### config.mk
export PLATFORM = sky130hd
export DESIGN_NAME = uart_param_core
export DESIGN_NICKNAME = d
export VERILOG_FILES = /design/src/rtl/uart_pkg.sv /design/src/rtl/uart_tick_gen.sv /design/src/rtl/uart_param_core.sv
export SDC_FILE = /design/constraint.sdc
export NUM_CORES = 1
export LEC_CHECK = 0
export BUFFER_PORTS_ARGS = -buffer_cell sky130_fd_sc_hd__buf_2
export CAP_MARGIN = 20
export CORE_MARGIN = 5
export CORE_UTILIZATION = 60
export DETAILED_ROUTE_END_ITERATION = 12
export GPL_TIMING_DRIVEN = 0
export PLACE_DENSITY = 0.85
export SLEW_MARGIN = 40
export SYNTH_ARGS = -nofsm -noshare
export SYNTH_HDL_FRONTEND = slang
export SYNTH_SLANG_ARGS = --single-unit
export TNS_END_PERCENT = 20
### constraint.sdc
create_clock -name clk -period 3.05 [get_ports clk]
set_clock_uncertainty 0.15 [all_clocks]
set_input_delay 0.1525 -clock clk [delete_from_list [all_inputs] [get_ports clk]]
set_output_delay 0.1525 -clock clk [all_outputs]
set_load 0.01 [all_outputs]
### src/rtl/uart_pkg.sv
// Shared UART definitions: parity codes, TX/RX state encodings, default oversample.
// Imported by uart_tick_gen and uart_param_core.
package uart_pkg;

  localparam int OS_DEFAULT = 16;

  localparam logic [1:0] PAR_NONE = 2'b00;
  localparam logic [1:0] PAR_EVEN = 2'b01;
  localparam logic [1:0] PAR_ODD  = 2'b10;

  typedef enum logic [2:0] {
    TX_IDLE,
    TX_START,
    TX_DATA,
    TX_PARITY,
    TX_STOP
  } tx_state_e;

  typedef enum logic [2:0] {
    RX_IDLE,
    RX_START,
    RX_DATA,
    RX_PARITY,
    RX_STOP,
    RX_BREAK
  } rx_state_e;

  // Code 11 is treated as no parity.
  function automatic logic par_enabled(input logic [1:0] mode);
    return (mode == PAR_EVEN) || (mode == PAR_ODD);
  endfunction

endpackage

### src/rtl/uart_tick_gen.sv
// Prescaler: one-clock tick every div+1 clocks, restarted by clr.
// Ports: clk, rst (sync, high), clr, div[DIV_W], tick.
module uart_tick_gen
  import uart_pkg::*;
#(
  parameter int DIV_W = 16
) (
  input  logic             clk,
  input  logic             rst,
  input  logic             clr,
  input  logic [DIV_W-1:0] div,
  output logic             tick
);

  logic [DIV_W-1:0] cnt_q;
  logic [DIV_W-1:0] cnt_d;

  // >= rather than == so a divisor lowered mid-count cannot stall.
  assign tick = (cnt_q >= div);

  always_comb begin
    cnt_d = tick ? '0 : cnt_q + 1'b1;
    if (clr) cnt_d = '0;
  end

  always_ff @(posedge clk) begin
    if (rst) cnt_q <= '0;
    else     cnt_q <= cnt_d;
  end

endmodule

### src/rtl/uart_param_core.sv
// Full-duplex UART with runtime divisor/parity/stop and 16x-oversampled RX.
// Ports: clk, rst, cfg_*, wr_en/data_in/busy/tx, rx/data_out/rdy/rdy_clr, error flags.
module uart_param_core
  import uart_pkg::*;
#(
  parameter int DATA_BITS = 8,
  parameter int DIV_W     = 16,
  parameter int OS        = OS_DEFAULT
) (
  input  logic                 clk,
  input  logic                 rst,
  input  logic [DIV_W-1:0]     cfg_div,
  input  logic [1:0]           cfg_parity,
  input  logic                 cfg_stop2,
  input  logic                 wr_en,
  input  logic [DATA_BITS-1:0] data_in,
  output logic                 busy,
  output logic                 tx,
  input  logic                 rx,
  output logic [DATA_BITS-1:0] data_out,
  output logic                 rdy,
  input  logic                 rdy_clr,
  output logic                 parity_err,
  output logic                 frame_err,
  output logic                 overrun
);

  localparam int TW = $clog2(OS);
  localparam int BW = $clog2(DATA_BITS);
  localparam logic [TW-1:0] T_LAST = TW'(OS - 1);
  localparam logic [TW-1:0] T_HALF = TW'(OS / 2 - 1);
  localparam logic [BW-1:0] B_LAST = BW'(DATA_BITS - 1);

  // ---------------- TX ----------------
  tx_state_e tx_state_q, tx_state_d;
  logic [DATA_BITS-1:0] tx_sh_q, tx_sh_d;
  logic [BW-1:0] tx_bit_q, tx_bit_d;
  logic [TW-1:0] tx_tcnt_q, tx_tcnt_d;
  logic tx_par_q, tx_par_d;
  logic tx_stop_q, tx_stop_d;
  logic tx_q, tx_d;
  logic busy_q, busy_d;
  logic tx_clr, tx_tick, tx_end;

  uart_tick_gen #(.DIV_W(DIV_W)) u_tx_tick (
    .clk  (clk),
    .rst  (rst),
    .clr  (tx_clr),
    .div  (cfg_div),
    .tick (tx_tick)
  );

  assign tx_end = tx_tick && (tx_tcnt_q == T_LAST);

  always_comb begin
    tx_state_d = tx_state_q;
    tx_sh_d    = tx_sh_q;
    tx_bit_d   = tx_bit_q;
    tx_tcnt_d  = tx_tcnt_q;
    tx_par_d   = tx_par_q;
    tx_stop_d  = tx_stop_q;
    tx_d       = tx_q;
    busy_d     = busy_q;
    tx_clr     = 1'b0;
    if (tx_state_q != TX_IDLE && tx_tick)
      tx_tcnt_d = tx_end ? '0 : tx_tcnt_q + 1'b1;
    unique case (tx_state_q)
      TX_IDLE: begin
        tx_d   = 1'b1;
        busy_d = 1'b0;
        if (wr_en) begin
          tx_state_d = TX_START;
          tx_sh_d    = data_in;
          tx_par_d   = (^data_in) ^ (cfg_parity == PAR_ODD);
          tx_bit_d   = '0;
          tx_tcnt_d  = '0;
          tx_stop_d  = 1'b0;
          tx_clr     = 1'b1;
          tx_d       = 1'b0;
          busy_d     = 1'b1;
        end
      end
      TX_START: if (tx_end) begin
        tx_state_d = TX_DATA;
        tx_d       = tx_sh_q[0];
      end
      TX_DATA: if (tx_end) begin
        tx_sh_d = tx_sh_q >> 1;
        if (tx_bit_q == B_LAST) begin
          if (par_enabled(cfg_parity)) begin
            tx_state_d = TX_PARITY;
            tx_d       = tx_par_q;
          end else begin
            tx_state_d = TX_STOP;
            tx_d       = 1'b1;
          end
        end else begin
          tx_bit_d = tx_bit_q + 1'b1;
          tx_d     = tx_sh_q[1];
        end
      end
      TX_PARITY: if (tx_end) begin
        tx_state_d = TX_STOP;
        tx_d       = 1'b1;
      end
      TX_STOP: if (tx_end) begin
        if (tx_stop_q || !cfg_stop2) begin
          tx_state_d = TX_IDLE;
          busy_d     = 1'b0;
        end else begin
          tx_stop_d = 1'b1;
        end
      end
      default: tx_state_d = TX_IDLE;
    endcase
  end

  always_ff @(posedge clk) begin
    if (rst) begin
      tx_state_q <= TX_IDLE;
      tx_sh_q    <= '0;
      tx_bit_q   <= '0;
      tx_tcnt_q  <= '0;
      tx_par_q   <= 1'b0;
      tx_stop_q  <= 1'b0;
      tx_q       <= 1'b1;
      busy_q     <= 1'b0;
    end else begin
      tx_state_q <= tx_state_d;
      tx_sh_q    <= tx_sh_d;
      tx_bit_q   <= tx_bit_d;
      tx_tcnt_q  <= tx_tcnt_d;
      tx_par_q   <= tx_par_d;
      tx_stop_q  <= tx_stop_d;
      tx_q       <= tx_d;
      busy_q     <= busy_d;
    end
  end

  assign tx   = tx_q;
  assign busy = busy_q;

  // ---------------- RX ----------------
  rx_state_e rx_state_q, rx_state_d;
  logic [DATA_BITS-1:0] rx_sh_q, rx_sh_d;
  logic [BW-1:0] rx_bit_q, rx_bit_d;
  logic [TW-1:0] rx_tcnt_q, rx_tcnt_d;
  logic rx_s1_q, rx_s2_q, rx_prev_q;
  logic rx_perr_f_q, rx_perr_f_d;
  logic rx_ferr_f_q, rx_ferr_f_d;
  logic rx_done_q, rx_done_d;
  logic [DATA_BITS-1:0] data_out_q, data_out_d;
  logic rdy_q, rdy_d;
  logic perr_q, perr_d;
  logic ferr_q, ferr_d;
  logic ovr_q, ovr_d;
  logic rx_clr, rx_tick, rx_fall, rx_half, rx_full;

  uart_tick_gen #(.DIV_W(DIV_W)) u_rx_tick (
    .clk  (clk),
    .rst  (rst),
    .clr  (rx_clr),
    .div  (cfg_div),
    .tick (rx_tick)
  );

  assign rx_fall = rx_prev_q & ~rx_s2_q;
  assign rx_half = rx_tick && (rx_tcnt_q == T_HALF);
  assign rx_full = rx_tick && (rx_tcnt_q == T_LAST);

  always_comb begin
    rx_state_d  = rx_state_q;
    rx_sh_d     = rx_sh_q;
    rx_bit_d    = rx_bit_q;
    rx_tcnt_d   = rx_tcnt_q;
    rx_perr_f_d = rx_perr_f_q;
    rx_ferr_f_d = rx_ferr_f_q;
    rx_done_d   = 1'b0;
    rx_clr      = 1'b0;
    if (rx_tick) rx_tcnt_d = rx_tcnt_q + 1'b1;
    unique case (rx_state_q)
      RX_IDLE: begin
        rx_tcnt_d = '0;
        if (rx_fall) begin
          rx_state_d  = RX_START;
          rx_clr      = 1'b1;
          rx_bit_d    = '0;
          rx_perr_f_d = 1'b0;
          rx_ferr_f_d = 1'b0;
        end
      end
      // Mid-start sample; a high line here is a glitch, not a frame.
      RX_START: if (rx_half) begin
        rx_tcnt_d  = '0;
        rx_state_d = rx_s2_q ? RX_IDLE : RX_DATA;
      end
      RX_DATA: if (rx_full) begin
        rx_tcnt_d = '0;
        rx_sh_d   = {rx_s2_q, rx_sh_q[DATA_BITS-1:1]};
        if (rx_bit_q == B_LAST)
          rx_state_d = par_enabled(cfg_parity) ? RX_PARITY : RX_STOP;
        else
          rx_bit_d = rx_bit_q + 1'b1;
      end
      RX_PARITY: if (rx_full) begin
        rx_tcnt_d   = '0;
        rx_perr_f_d = rx_s2_q ^ (^rx_sh_q) ^ (cfg_parity == PAR_ODD);
        rx_state_d  = RX_STOP;
      end
      RX_STOP: if (rx_full) begin
        rx_tcnt_d   = '0;
        rx_ferr_f_d = ~rx_s2_q;
        rx_done_d   = 1'b1;
        rx_state_d  = rx_s2_q ? RX_IDLE : RX_BREAK;
      end
      // Line held low (break): re-arm only once it returns high.
      RX_BREAK: begin
        rx_tcnt_d = '0;
        if (rx_s2_q) rx_state_d = RX_IDLE;
      end
      default: rx_state_d = RX_IDLE;
    endcase
  end

  // Completion beats a same-cycle rdy_clr, which only drops the old history.
  always_comb begin
    data_out_d = data_out_q;
    rdy_d      = rdy_q;
    perr_d     = perr_q;
    ferr_d     = ferr_q;
    ovr_d      = ovr_q;
    if (rx_done_q) begin
      data_out_d = rx_sh_q;
      rdy_d      = 1'b1;
      perr_d     = rx_perr_f_q | (perr_q & ~rdy_clr);
      ferr_d     = rx_ferr_f_q | (ferr_q & ~rdy_clr);
      ovr_d      = (rdy_q | ovr_q) & ~rdy_clr;
    end else if (rdy_clr) begin
      rdy_d  = 1'b0;
      perr_d = 1'b0;
      ferr_d = 1'b0;
      ovr_d  = 1'b0;
    end
  end

  always_ff @(posedge clk) begin
    if (rst) begin
      rx_s1_q     <= 1'b1;
      rx_s2_q     <= 1'b1;
      rx_prev_q   <= 1'b1;
      rx_state_q  <= RX_IDLE;
      rx_sh_q     <= '0;
      rx_bit_q    <= '0;
      rx_tcnt_q   <= '0;
      rx_perr_f_q <= 1'b0;
      rx_ferr_f_q <= 1'b0;
      rx_done_q   <= 1'b0;
      data_out_q  <= '0;
      rdy_q       <= 1'b0;
      perr_q      <= 1'b0;
      ferr_q      <= 1'b0;
      ovr_q       <= 1'b0;
    end else begin
      rx_s1_q     <= rx;
      rx_s2_q     <= rx_s1_q;
      rx_prev_q   <= rx_s2_q;
      rx_state_q  <= rx_state_d;
      rx_sh_q     <= rx_sh_d;
      rx_bit_q    <= rx_bit_d;
      rx_tcnt_q   <= rx_tcnt_d;
      rx_perr_f_q <= rx_perr_f_d;
      rx_ferr_f_q <= rx_ferr_f_d;
      rx_done_q   <= rx_done_d;
      data_out_q  <= data_out_d;
      rdy_q       <= rdy_d;
      perr_q      <= perr_d;
      ferr_q      <= ferr_d;
      ovr_q       <= ovr_d;
    end
  end

  assign data_out   = data_out_q;
  assign rdy        = rdy_q;
  assign parity_err = perr_q;
  assign frame_err  = ferr_q;
  assign overrun    = ovr_q;

endmodule

==> results of run 1 <==
-- worst register-to-register path: stages, from the launching register on --
cell	delay, ps
dfxtp_1	340
ha_1	320
nand4_1	140
nor3_1	330
nand3_1	140
o211a_4	290
nor3_4	360
buf_6	200
a2bb2oi_1	240
nor2_1	70
-- timing repair --
action                                 4_1_cts  5_1_grt
endpoints found under the hold margin       12        0
hold buffers                                 9        0
buffers inserted                             0        0
-- sequential cells by signal (all words and copies together), names as in the netlist, 3 cells and up --
| signal | cells |
|---|---|
| tx_bit_q | 3 |
| u_tx_tick.cnt_q | 16 |
| rx_state_q | 3 |
| rx_bit_q | 3 |
| tx_sh_q | 8 |
| u_rx_tick.cnt_q | 16 |
| tx_tcnt_q | 4 |
| rx_sh_q | 8 |
| tx_state_q | 3 |
| rx_tcnt_q | 4 |
| data_out | 8 |
-- layout by cell type, fill, tap and decap left out, types with 3 or more instances in the layout --
cell type / count
a21o_1: 7
a21oi_1: 30
a22oi_1: 11
a311oi_1: 5
a31o_2: 3
a31oi_1: 4
and3_1: 12
buf_2: 48
buf_6: 3
bufinv_16: 3
clkbuf_1: 12
clkbuf_8: 9
dfxtp_1: 90
dlygate4sd3_1: 9
ha_1: 41
inv_1: 28
inv_6: 3
mux2i_1: 19
nand2_1: 33
nand2b_1: 4
nand3_1: 20
nand3b_1: 9
nand4_1: 10
nor2_1: 82
nor2b_1: 4
nor3_1: 7
o21ai_0: 11
o31ai_1: 3
or2_2: 4
or3_1: 3
xnor2_1: 31
xor2_1: 18
-- logic make-up (layout without fill, tap and decap cells) --
logic type | Yosys count | after routing
buffers and inverters | 51 | 120
muxes | 20 | 20
DFF | 90 | 90
and+or+nand+nor | 206 | 206
xor gates and xnor gates | 49 | 49
AOI/OAI and AO/OA | 100 | 100
adders and majority gates | 41 | 41
-- per-layer routing --
layer / wire length (um) / up-vias / track usage
li1: - / 2093 / -
met1: 4657 / 1982 / 0.2676
met2: 5521 / 130 / 0.4051
met3: 562 / 18 / 0.04014
met4: 155 / 0 / 0.06425
met5: 0 / - / 0
-- area by class of cell --
| class | count | area (um^2) | area share |
|---|---|---|---|
| Timing Repair Buffer | 53 | 310.3 | 0.05506 |
| Sequential cell | 90 | 1802 | 0.3197 |
| Tap cell | 105 | 131.4 | 0.02331 |
| Inverter | 29 | 108.9 | 0.01932 |
| Buffer | 22 | 113.9 | 0.02020 |
| Multi-Input combinational cell | 416 | 2924 | 0.5189 |
| Clock inverter | 7 | 121.4 | 0.02154 |
| Clock buffer | 9 | 123.9 | 0.02198 |
-- worst max path at each step --
stage | startpoint | end | slack, ps | cells past startpoint
2_1_floorplan | u_rx_tick.cnt_q[0] | rx_perr_f_q | 620 | 10
3_3_place_gp | u_tx_tick.cnt_q[6] | u_tx_tick.cnt_q[14] | 470 | 9
3_5_place_dp | u_rx_tick.cnt_q[0] | rx_bit_q[0] | 410 | 9
4_1_cts | u_rx_tick.cnt_q[0] | rx_bit_q[0] | 370 | 9
5_1_grt | u_tx_tick.cnt_q[13] | tx_sh_q[7] | 120 | 9
6_report | u_tx_tick.cnt_q[15] | tx_sh_q[7] | 350 | 9
-- power by group through the flow --
stage	logic (mW)	registers, mW	clock network, mW
detailed placement	0.474	1.29	0
floorplan	0.358	1.28	0
CTS	0.488	1.26	1.01
global route	0.546	1.27	1.07
finish	0.494	1.26	1.01
global placement	0.452	1.29	0
-- stage by stage --
stage,worst slack (ps),hold WS (ps)
after global routing,120.7,28.53
after detailed placement,409.5,194.2
final,345.8,3.084
after global placement,465.1,183.7
after CTS,372.3,1.224
after floorplan,620.6,81.81
==> run metrics, run 1 <==
clock tree from TritonCTS=yes; root cell of the clock tree=clkbuf_8; setup_tns=0 ps; family of cells with the greatest summed delay on the critical path=simple AND/OR/NAND/NOR gates; drt total wl=roughly 11 mm; TritonCTS sink count=90; count of antenna diodes in the layout=0; number of enable-type register cells in the synthesized netlist=0; Clock power frac=0.364; portion of the post-synthesis area used by sequential elements=0.3641; dominant cell by count in the synthesized netlist=dfxtp_1; Total Power Consumption=around 2.8 mW; fraction of post-synthesis cell area in the top cell type by area=0.3641; Remaining DRCs=0; top_reg_cell synth=dfxtp_1; number of rows created at floorplan=33; area growth from synthesis to layout=13.88%; die outline width=100.8 um; via density per instance=5.777; clk_lat worst skew=about 360 ps; Worst Reg2Reg Path Length in Cells=9; number of buffer cells added on primary ports=44; status=completed; post-synth net total=between 600 and 700; Placed Cells=roughly 710; max frequency=~370 MHz; post-synthesis average cell area=8.884 um^2; antenna violations before repair=0; cell area after placement=about 5300 um^2; initial standard-cell utilization of the core=0.6084; launch instance of the worst register-to-register path=u_tx_tick.cnt_q[15]; worst voltage drop across the vdd grid=around 0.00033 V; Critical Path Source Type=register; H-tree depth=3; Max FO, Critical Path=10; Gates resized, CTS repair=0; portion of total power attributed to sequential cells=0.458; count of state elements after synthesis=90; leakage power total=roughly 2.3 nW; Async S/R FF share, synth=0; startpoint of the lowest-slack hold path=data_in[2]; final count of negative-setup-slack endpoints=0; total internal power=just under 2 mW; Max transition margin=0.6105; path class of the lowest-slack min-delay path=in2reg; Adder-Cell Fraction of Synth Area=0.1037; 1st-iter DRT viols=between 100 and 150; Total Nets Final=between 600 and 700; Unique masters post-synth=68; power density over the cells=490.4 nW/um^2; number of buffers on the longest clock path=2; average wire per cell in the routed design=around 15 um; Critical Path Slowest Stage Cell=nor3_4; Final Slew Violations=0; maximum capacitance violations=0; final instance area=roughly 5600 um^2; leading cell types by count after synthesis=dfxtp_1 (90), nor2_1 (82), ha_1 (41); basic-gate share of the synthesized area counting and, or, nand and nor cells=0.2109; ratio of final minimum period to clock period=0.8866; Worst Hold Path Cells=3; CTS clock-pin slew for the worst setup and hold paths=about 90 ps; share of the synthesized area in compound gates (AO/OA/AOI/OAI)=0.1489; Cell Chain, Critical Path=ha_1 > nand4_1 > nor3_1 > nand3_1 > o211a_4 > nor3_4 > buf_6 > a2bb2oi_1 > nor2_1; Crit Path Category=reg2reg; Arrival @ worst endpoint=about 2800 ps; count of buffer and inverter cells on the critical path=1; fraction of layout cells with a size suffix above 1=0.1518; Num CTS Buffers=9; setup repair after global routing missed its margin=false; number of inserted filler cells in the final layout=about 620; Final min period=around 2700 ps; slack of the worst reg-to-reg path=350 ps; area of the die=~10000 um^2; most area-hungry cell type in the Yosys netlist=dfxtp_1; summed instance area of the synthesized netlist=between 4000 and 5000 um^2; Comb power frac=0.179; global route total overflow=0; critical path required time=between 3000 and 4000 ps; switching power total=around 790 uW; fin util=0.6928; Crit. End Element=register; height of the chip=slightly above 100 um; mux share of post-synthesis cell area=0.04071; core outline area=between 8000 and 9000 um^2; overall routing resource usage=0.2233; switching share of power=0.2851; ports placed on the boundary=between 40 and 50; endpoint of the worst hold path=tx_sh_q[2]; Slew @ Worst Pin=584.2 ps; Yosys warning total=0; Final Hold Fails=0; First-pass DRT Iterations=5; dominant combinational cell family by area after synthesis=simple AND/OR/NAND/NOR gates; final cell count without fillers=approximately 730; Crit Reg-Reg Endpoint=tx_sh_q[7]; post-detailed-route count of antenna-violating nets=0; post-detailed-placement half-perimeter wirelength=~7.9 mm; dominant cells by area after synthesis=dfxtp_1 (36%), ha_1 (10%), nor2_1 (6.2%), xnor2_1 (5.5%), mux2i_1 (3.8%); wire length of the first global-routing pass=around 19 mm; maximum number of pins on one net before global-route repair=17; peak per-stage delay on the critical path=~360 ps; parity-gate share of the synthesized area counting xor and xnor cells=0.08673; final weighted congestion in routability-driven placement=between 0.9 and 1; total number of vias=~4200; number of global-route vias before repair=~4200; cell count after synthesis=557
(Power assumes the default switching activity.)
==> run 2: changes to the inputs <==
--- a/config.mk
+++ b/config.mk
@@ -11,7 +11,7 @@
 export CORE_UTILIZATION = 60
 export DETAILED_ROUTE_END_ITERATION = 12
 export GPL_TIMING_DRIVEN = 0
-export PLACE_DENSITY = 0.85
+export PLACE_DENSITY = 0.9
 export SLEW_MARGIN = 40
 export SYNTH_ARGS = -nofsm -noshare
 export SYNTH_HDL_FRONTEND = slang
==> run 2 against run 1 <==
  * Critical path depth increased by 1
  * Largest power group unchanged
  * Via count down 0.33%
  * Combinational power up 2%
  * Sequential power about the same
==> run metrics, run 2 (same netlist as run 1, synthesis figures left out) <==
Max FO, Critical Path=10 (unchanged); commonest cells after routing, fill and taps aside=dfxtp_1 (90), nor2_1 (82), buf_2 (48); number of buffer cells added on primary ports=44 (unchanged); total number of vias=4209 (-0.33%); average wire per cell in the routed design=14.76 um (-0.98%); slack of the worst reg-to-reg path=380 ps (+40 ps); critical path required time=3170 ps (+40 ps); global route total overflow=0 (unchanged); Crit. End Element=register; clock tree from TritonCTS=yes; fin util=0.6904 (-0.002461); drt total wl=10.82 mm (-0.71%); Post-Place Worst Slack=391.5 ps (-17.99 ps); Worst Reg2Reg Path Length in Cells=10 (+1); Crit Path Category=reg2reg; number of inserted filler cells in the final layout=588 (-4.5%); number of global-route vias before repair=4217 (+0.14%); max frequency=374.7 MHz (+1.3%); Total Nets Final=696 (+0.29%); number of rows created at floorplan=33 (unchanged); status=completed; fraction of layout cells with a size suffix above 1=0.1513 (-0.0004833); core outline area=8134 um^2 (unchanged); area of all sequential standard cells=1802 um^2 (unchanged); antenna violations before repair=0 (unchanged); Max transition margin=0.5977 (-0.01285); worst voltage drop across the vdd grid=0.0003019 V (-9.7%); area growth from synthesis to layout=13.48%; family of cells with the greatest summed delay on the critical path=compound AO/OA/AOI/OAI gates; registers with the most flip-flops=u_rx_tick.cnt_q x16, u_tx_tick.cnt_q x16; count of antenna diodes in the layout=0 (unchanged); number of buffers added for setup after CTS=0 (unchanged); Critical Path Slowest Stage Cell=dfxtp_1; die outline width=100.8 um (unchanged); startpoint of the lowest-slack hold path=wr_en; most common cell after layout, fill and taps aside=dfxtp_1; hold buffers post-CTS=11 (+2); maximum number of pins on one net before global-route repair=20 (+3); CTS clock-pin slew for the worst setup and hold paths=100 ps (about the same); Remaining DRCs=0 (unchanged); wire length of the first global-routing pass=18.88 mm (+0.66%); height of the chip=100.8 um (unchanged); clk_lat worst skew=370 ps (about the same); H-tree depth=3 (unchanged); root cell of the clock tree=clkbuf_8; ports placed on the boundary=46 (unchanged); TritonCTS sink count=90 (unchanged); Arrival @ worst endpoint=2790 ps (about the same); First-pass DRT Iterations=5 (unchanged); power density over the cells=459.5 nW/um^2 (-6.3%); met2 WL post-DR=5.441 mm (-1.4%); path class of the lowest-slack min-delay path=in2reg; Num CTS Buffers=9 (unchanged); overall routing resource usage=0.2270 (+0.003688); detailed-route wire length on metal 1=4.705 mm (+1.0%); Cell Chain, Critical Path=inv_1 > ha_1 > nand2b_4 > a2111oi_4 > a2111oi_2 > or3_4 > buf_6 > a21oi_2 > nand2_2 > a311oi_1; Worst Hold Path Cells=3 (unchanged); Gates resized, CTS repair=0 (unchanged); setup slack after layout=380.9 ps (+35.08 ps); setup repair after global routing missed its margin=false; launch instance of the worst register-to-register path=u_rx_tick.cnt_q[0]; Crit Reg-Reg Endpoint=rx_tcnt_q[1]; Critical Path Source Type=register; Hold WS=69.98 ps (+66.89 ps); Final Slew Violations=0 (unchanged); final count of negative-setup-slack endpoints=0 (unchanged); Slew @ Worst Pin=603.5 ps (+19.28 ps); setup_tns=0 ps (unchanged); post-detailed-route count of antenna-violating nets=0 (unchanged); 1st-iter DRT viols=193 (+32%); peak per-stage delay on the critical path=420 ps (+60 ps); post-detailed-placement half-perimeter wirelength=8.072 mm (+1.7%); area of combinational cells with multiple inputs=2924 um^2 (unchanged); Max Used Layer=met4; count of buffer and inverter cells on the critical path=2 (+1); area of the die=10160 um^2 (unchanged); Final Hold Fails=0 (unchanged); ratio of final minimum period to clock period=0.8751 (-0.01150); maximum capacitance violations=0 (unchanged); leakage power total=2.324 nW (-0.55%); met3 routed wirelength=445 um (-21%); final weighted congestion in routability-driven placement=0.8991 (-3.8%); endpoint of the worst hold path=tx_bit_q[0]; via density per instance=5.742 (-0.60%); Final min period=2669 ps (-35.08 ps); initial standard-cell utilization of the core=0.6084 (unchanged); number of buffers on the longest clock path=2 (unchanged)
## run 2: worst min-delay path, cell delays in order
cell	delay (ps)
buf_2	120
o221ai_2	130
o2bb2ai_1	150
## run 2: cell type report
| type | count | share of cell area |
|---|---|---|
| Clock inverter | 7 | 0.01448 |
| Clock buffer | 9 | 0.02206 |
| Sequential cell | 90 | 0.3209 |
| Multi-Input combinational cell | 416 | 0.5207 |
| Timing Repair Buffer | 55 | 0.05882 |
| Tap cell | 105 | 0.02340 |
| Inverter | 29 | 0.01938 |
| Buffer | 22 | 0.02028 |
## run 2: how the worst max path moves through the flow
| stage | start | endpoint | slack, ps | cells after the start |
|---|---|---|---|---|
| floorplan | u_rx_tick.cnt_q[0] | rx_perr_f_q | 620 | 10 |
| global placement | u_rx_tick.cnt_q[0] | rx_bit_q[0] | 470 | 9 |
| detailed placement | u_rx_tick.cnt_q[0] | rx_tcnt_q[1] | 390 | 10 |
| CTS | u_rx_tick.cnt_q[0] | rx_tcnt_q[1] | 360 | 10 |
| global route | u_rx_tick.cnt_q[0] | rx_tcnt_q[1] | 220 | 10 |
| finish | u_rx_tick.cnt_q[0] | rx_tcnt_q[1] | 380 | 10 |
## run 2: per-layer routing
| layer | up-vias | global-route usage |
|---|---|---|
| met5 | - | 0 |
| met4 | 0 | 0.08083 |
| met3 | 23 | 0.04152 |
| met2 | 108 | 0.3975 |
| met1 | 1985 | 0.2773 |
| li1 | 2093 | - |
## run 2: power breakdown
group | switching [mW] | internal, mW
Sequential | 0.0420 | 1.22
Combinational | 0.298 | 0.204
Clock | 0.488 | 0.327
Total | 0.828 | 1.75
## run 2: metrics by stage
stage               std cells  power (mW)  instance area (um^2)
finish                    733       2.580                  5615
global route              733       2.714                  5615
CTS                       733       2.585                  5615
detailed placement        706       1.763                  5300
global placement          706       1.736                  5300
floorplan                 557       1.640                  4949
==> run 3: changes to the inputs <==
--- a/config.mk
+++ b/config.mk
@@ -5,11 +5,11 @@
 export SDC_FILE = /design/constraint.sdc
 export NUM_CORES = 1
 export LEC_CHECK = 0
-export BUFFER_PORTS_ARGS = -buffer_cell sky130_fd_sc_hd__buf_2
 export CAP_MARGIN = 20
 export CORE_MARGIN = 5
-export CORE_UTILIZATION = 60
+export CORE_UTILIZATION = 64
 export DETAILED_ROUTE_END_ITERATION = 12
+export DONT_BUFFER_PORTS = 1
 export GPL_TIMING_DRIVEN = 0
 export PLACE_DENSITY = 0.9
 export SLEW_MARGIN = 40
==> run 3 against run 2 <==
  * Global-route usage shrank 0.056 points
  * Worst hold slack better by 34 ps
  * Cell area decreased by 3.9%
  * Critical path depth down 1
  * Highest routed layer unchanged
  * Register-to-register slack about the same
  * First-iteration DRC count fell by 34%
  * Setup slack gained 8.6 ps
  * Routed wire length shrank 0.94%
  * Sequential power is essentially flat
  * Fmax grew 0.32%
  * Die area fell by 5.6%
  * Power shrank 2.5%
  * Largest power group unchanged
==> run metrics, run 3 (same netlist as run 1, synthesis figures left out) <==
CTS clock-pin slew for the worst setup and hold paths=100 ps (about the same); post-detailed-placement half-perimeter wirelength=7.913 mm (-2.0%); setup repair after global routing missed its margin=false; number of buffers on the longest clock path=2 (unchanged); number of buffer cells added on primary ports=0 (-100%); commonest cells after routing, fill and taps aside=dfxtp_1 (90), nor2_1 (82), ha_1 (41); max frequency=375.9 MHz (+0.32%); Hold WS=104.0 ps (+34.07 ps); Critical Path Source Type=register; area of the die=9590 um^2 (-5.6%); TritonCTS sink count=90 (unchanged); worst voltage drop across the vdd grid=0.0004459 V (+48%); final count of negative-setup-slack endpoints=0 (unchanged); fraction of layout cells with a size suffix above 1=0.08718 (-0.06409); First-pass DRT Iterations=4 (-1); 1st-iter DRT viols=128 (-34%); clock tree from TritonCTS=yes; Final Slew Violations=0 (unchanged); root cell of the clock tree=clkbuf_8; maximum capacitance violations=0 (unchanged); antenna violations before repair=0 (unchanged); clk_lat worst skew=360 ps (about the same); power density over the cells=466.3 nW/um^2 (+1.5%); Max transition margin=0.5893 (-0.008406); average wire per cell in the routed design=15.60 um (+5.7%); most common cell after layout, fill and taps aside=dfxtp_1; leakage power total=2.126 nW (-8.5%); initial standard-cell utilization of the core=0.6471 (+0.03872); post-detailed-route count of antenna-violating nets=0 (unchanged); Final Hold Fails=0 (unchanged); total number of vias=4103 (-2.5%); registers with the most flip-flops=u_rx_tick.cnt_q x16, u_tx_tick.cnt_q x16; ports placed on the boundary=46 (unchanged); Slew @ Worst Pin=616.1 ps (+12.61 ps); H-tree depth=3 (unchanged); overall routing resource usage=0.2264 (-0.0005574); global route total overflow=0 (unchanged); final weighted congestion in routability-driven placement=0.9506 (+5.7%); Remaining DRCs=0 (unchanged); critical path required time=3140 ps (-30 ps); wire length of the first global-routing pass=18.30 mm (-3.1%); number of global-route vias before repair=4289 (+1.7%); number of rows created at floorplan=32 (-3.0%); number of buffers added for setup after CTS=0 (unchanged); Arrival @ worst endpoint=2750 ps (-40 ps); Total Nets Final=653 (-6.2%); die outline width=97.93 um (-2.9%); core outline area=7647 um^2 (-6.0%); via density per instance=5.972 (+4.0%); Crit. End Element=register; status=completed; count of antenna diodes in the layout=0 (unchanged); Crit Path Category=reg2reg; Num CTS Buffers=9 (unchanged); ratio of final minimum period to clock period=0.8723 (-0.002807); Final min period=2661 ps (-8.562 ps); Max FO, Critical Path=10 (unchanged); area growth from synthesis to layout=9.001%; drt total wl=10.72 mm (-0.94%); path class of the lowest-slack min-delay path=in2reg; maximum number of pins on one net before global-route repair=19 (-5.0%); setup_tns=0 ps (unchanged); height of the chip=97.93 um (-2.9%)
## run 3: path summary, 6_finish.rpt
path / to / cells after the start / start / slack (ps)
min: tx_bit_q[0] / 3 / rst / 100
min reg2reg: tx_par_q / 2 / tx_par_q / 320
max reg2reg: tx_sh_q[7] / 9 / u_tx_tick.cnt_q[13] / 390
max: tx_sh_q[7] / 9 / u_tx_tick.cnt_q[13] / 390
## run 3: repair_timing
action	CTS	global route
gates resized for setup	0	0
endpoints found under the hold margin	16	0
setup endpoints to repair	0	0
hold buffers	12	0
## run 3: report_power, final
| group | switching, mW | total (mW) | internal [mW] |
|---|---|---|---|
| logic | 0.275 | 0.462 | 0.187 |
| registers | 0.0457 | 1.27 | 1.22 |
| clock network | 0.465 | 0.786 | 0.321 |
## run 3: area by class of cell
| type | count | area [um^2] |
|---|---|---|
| multi-input cells | 416 | 2924 |
| well taps | 102 | 127.6 |
| flip-flops and latches | 90 | 1802 |
| fillers | 576 | 2253 |
| plain buffers | 22 | 113.9 |
| clock inverters | 7 | 73.82 |
| clock buffers | 9 | 123.9 |
| repair buffers | 12 | 120.1 |
| inverters | 29 | 108.9 |
## run 3: worst max-delay path, stage by stage (launching register included)
cell       delay, ps
dfxtp_1          350
ha_1             310
nand4_1          110
nor3_1           330
nand3_1          140
o211a_4          280
nor3_4           360
buf_6            200
a2bb2oi_1        240
nor2_1            70
## run 3: per-stage QoR
stage                       util  std cells  setup WS [ps]  power (mW)  instance area [um^2]
final                     0.7053        687          389.5       2.515                  5394
after global routing      0.7053        687          151.7       2.646                  5394
after CTS                 0.7053        687          418.9       2.529                  5394
after detailed placement  0.6638        659          414.9       1.730                  5076
after global placement    0.6638        659          499.2       1.709                  5076
after floorplan                -        557          620.6       1.640                  4949
## run 3: routing by layer
metal / up-vias / GRT usage / part of all wire
met5: - / 0 / 0
li1: 2009 / - / -
met1: 1940 / 0.2482 / 0.41
met4: 0 / 0.1086 / 0.030
met2: 118 / 0.4068 / 0.51
met3: 36 / 0.05571 / 0.051
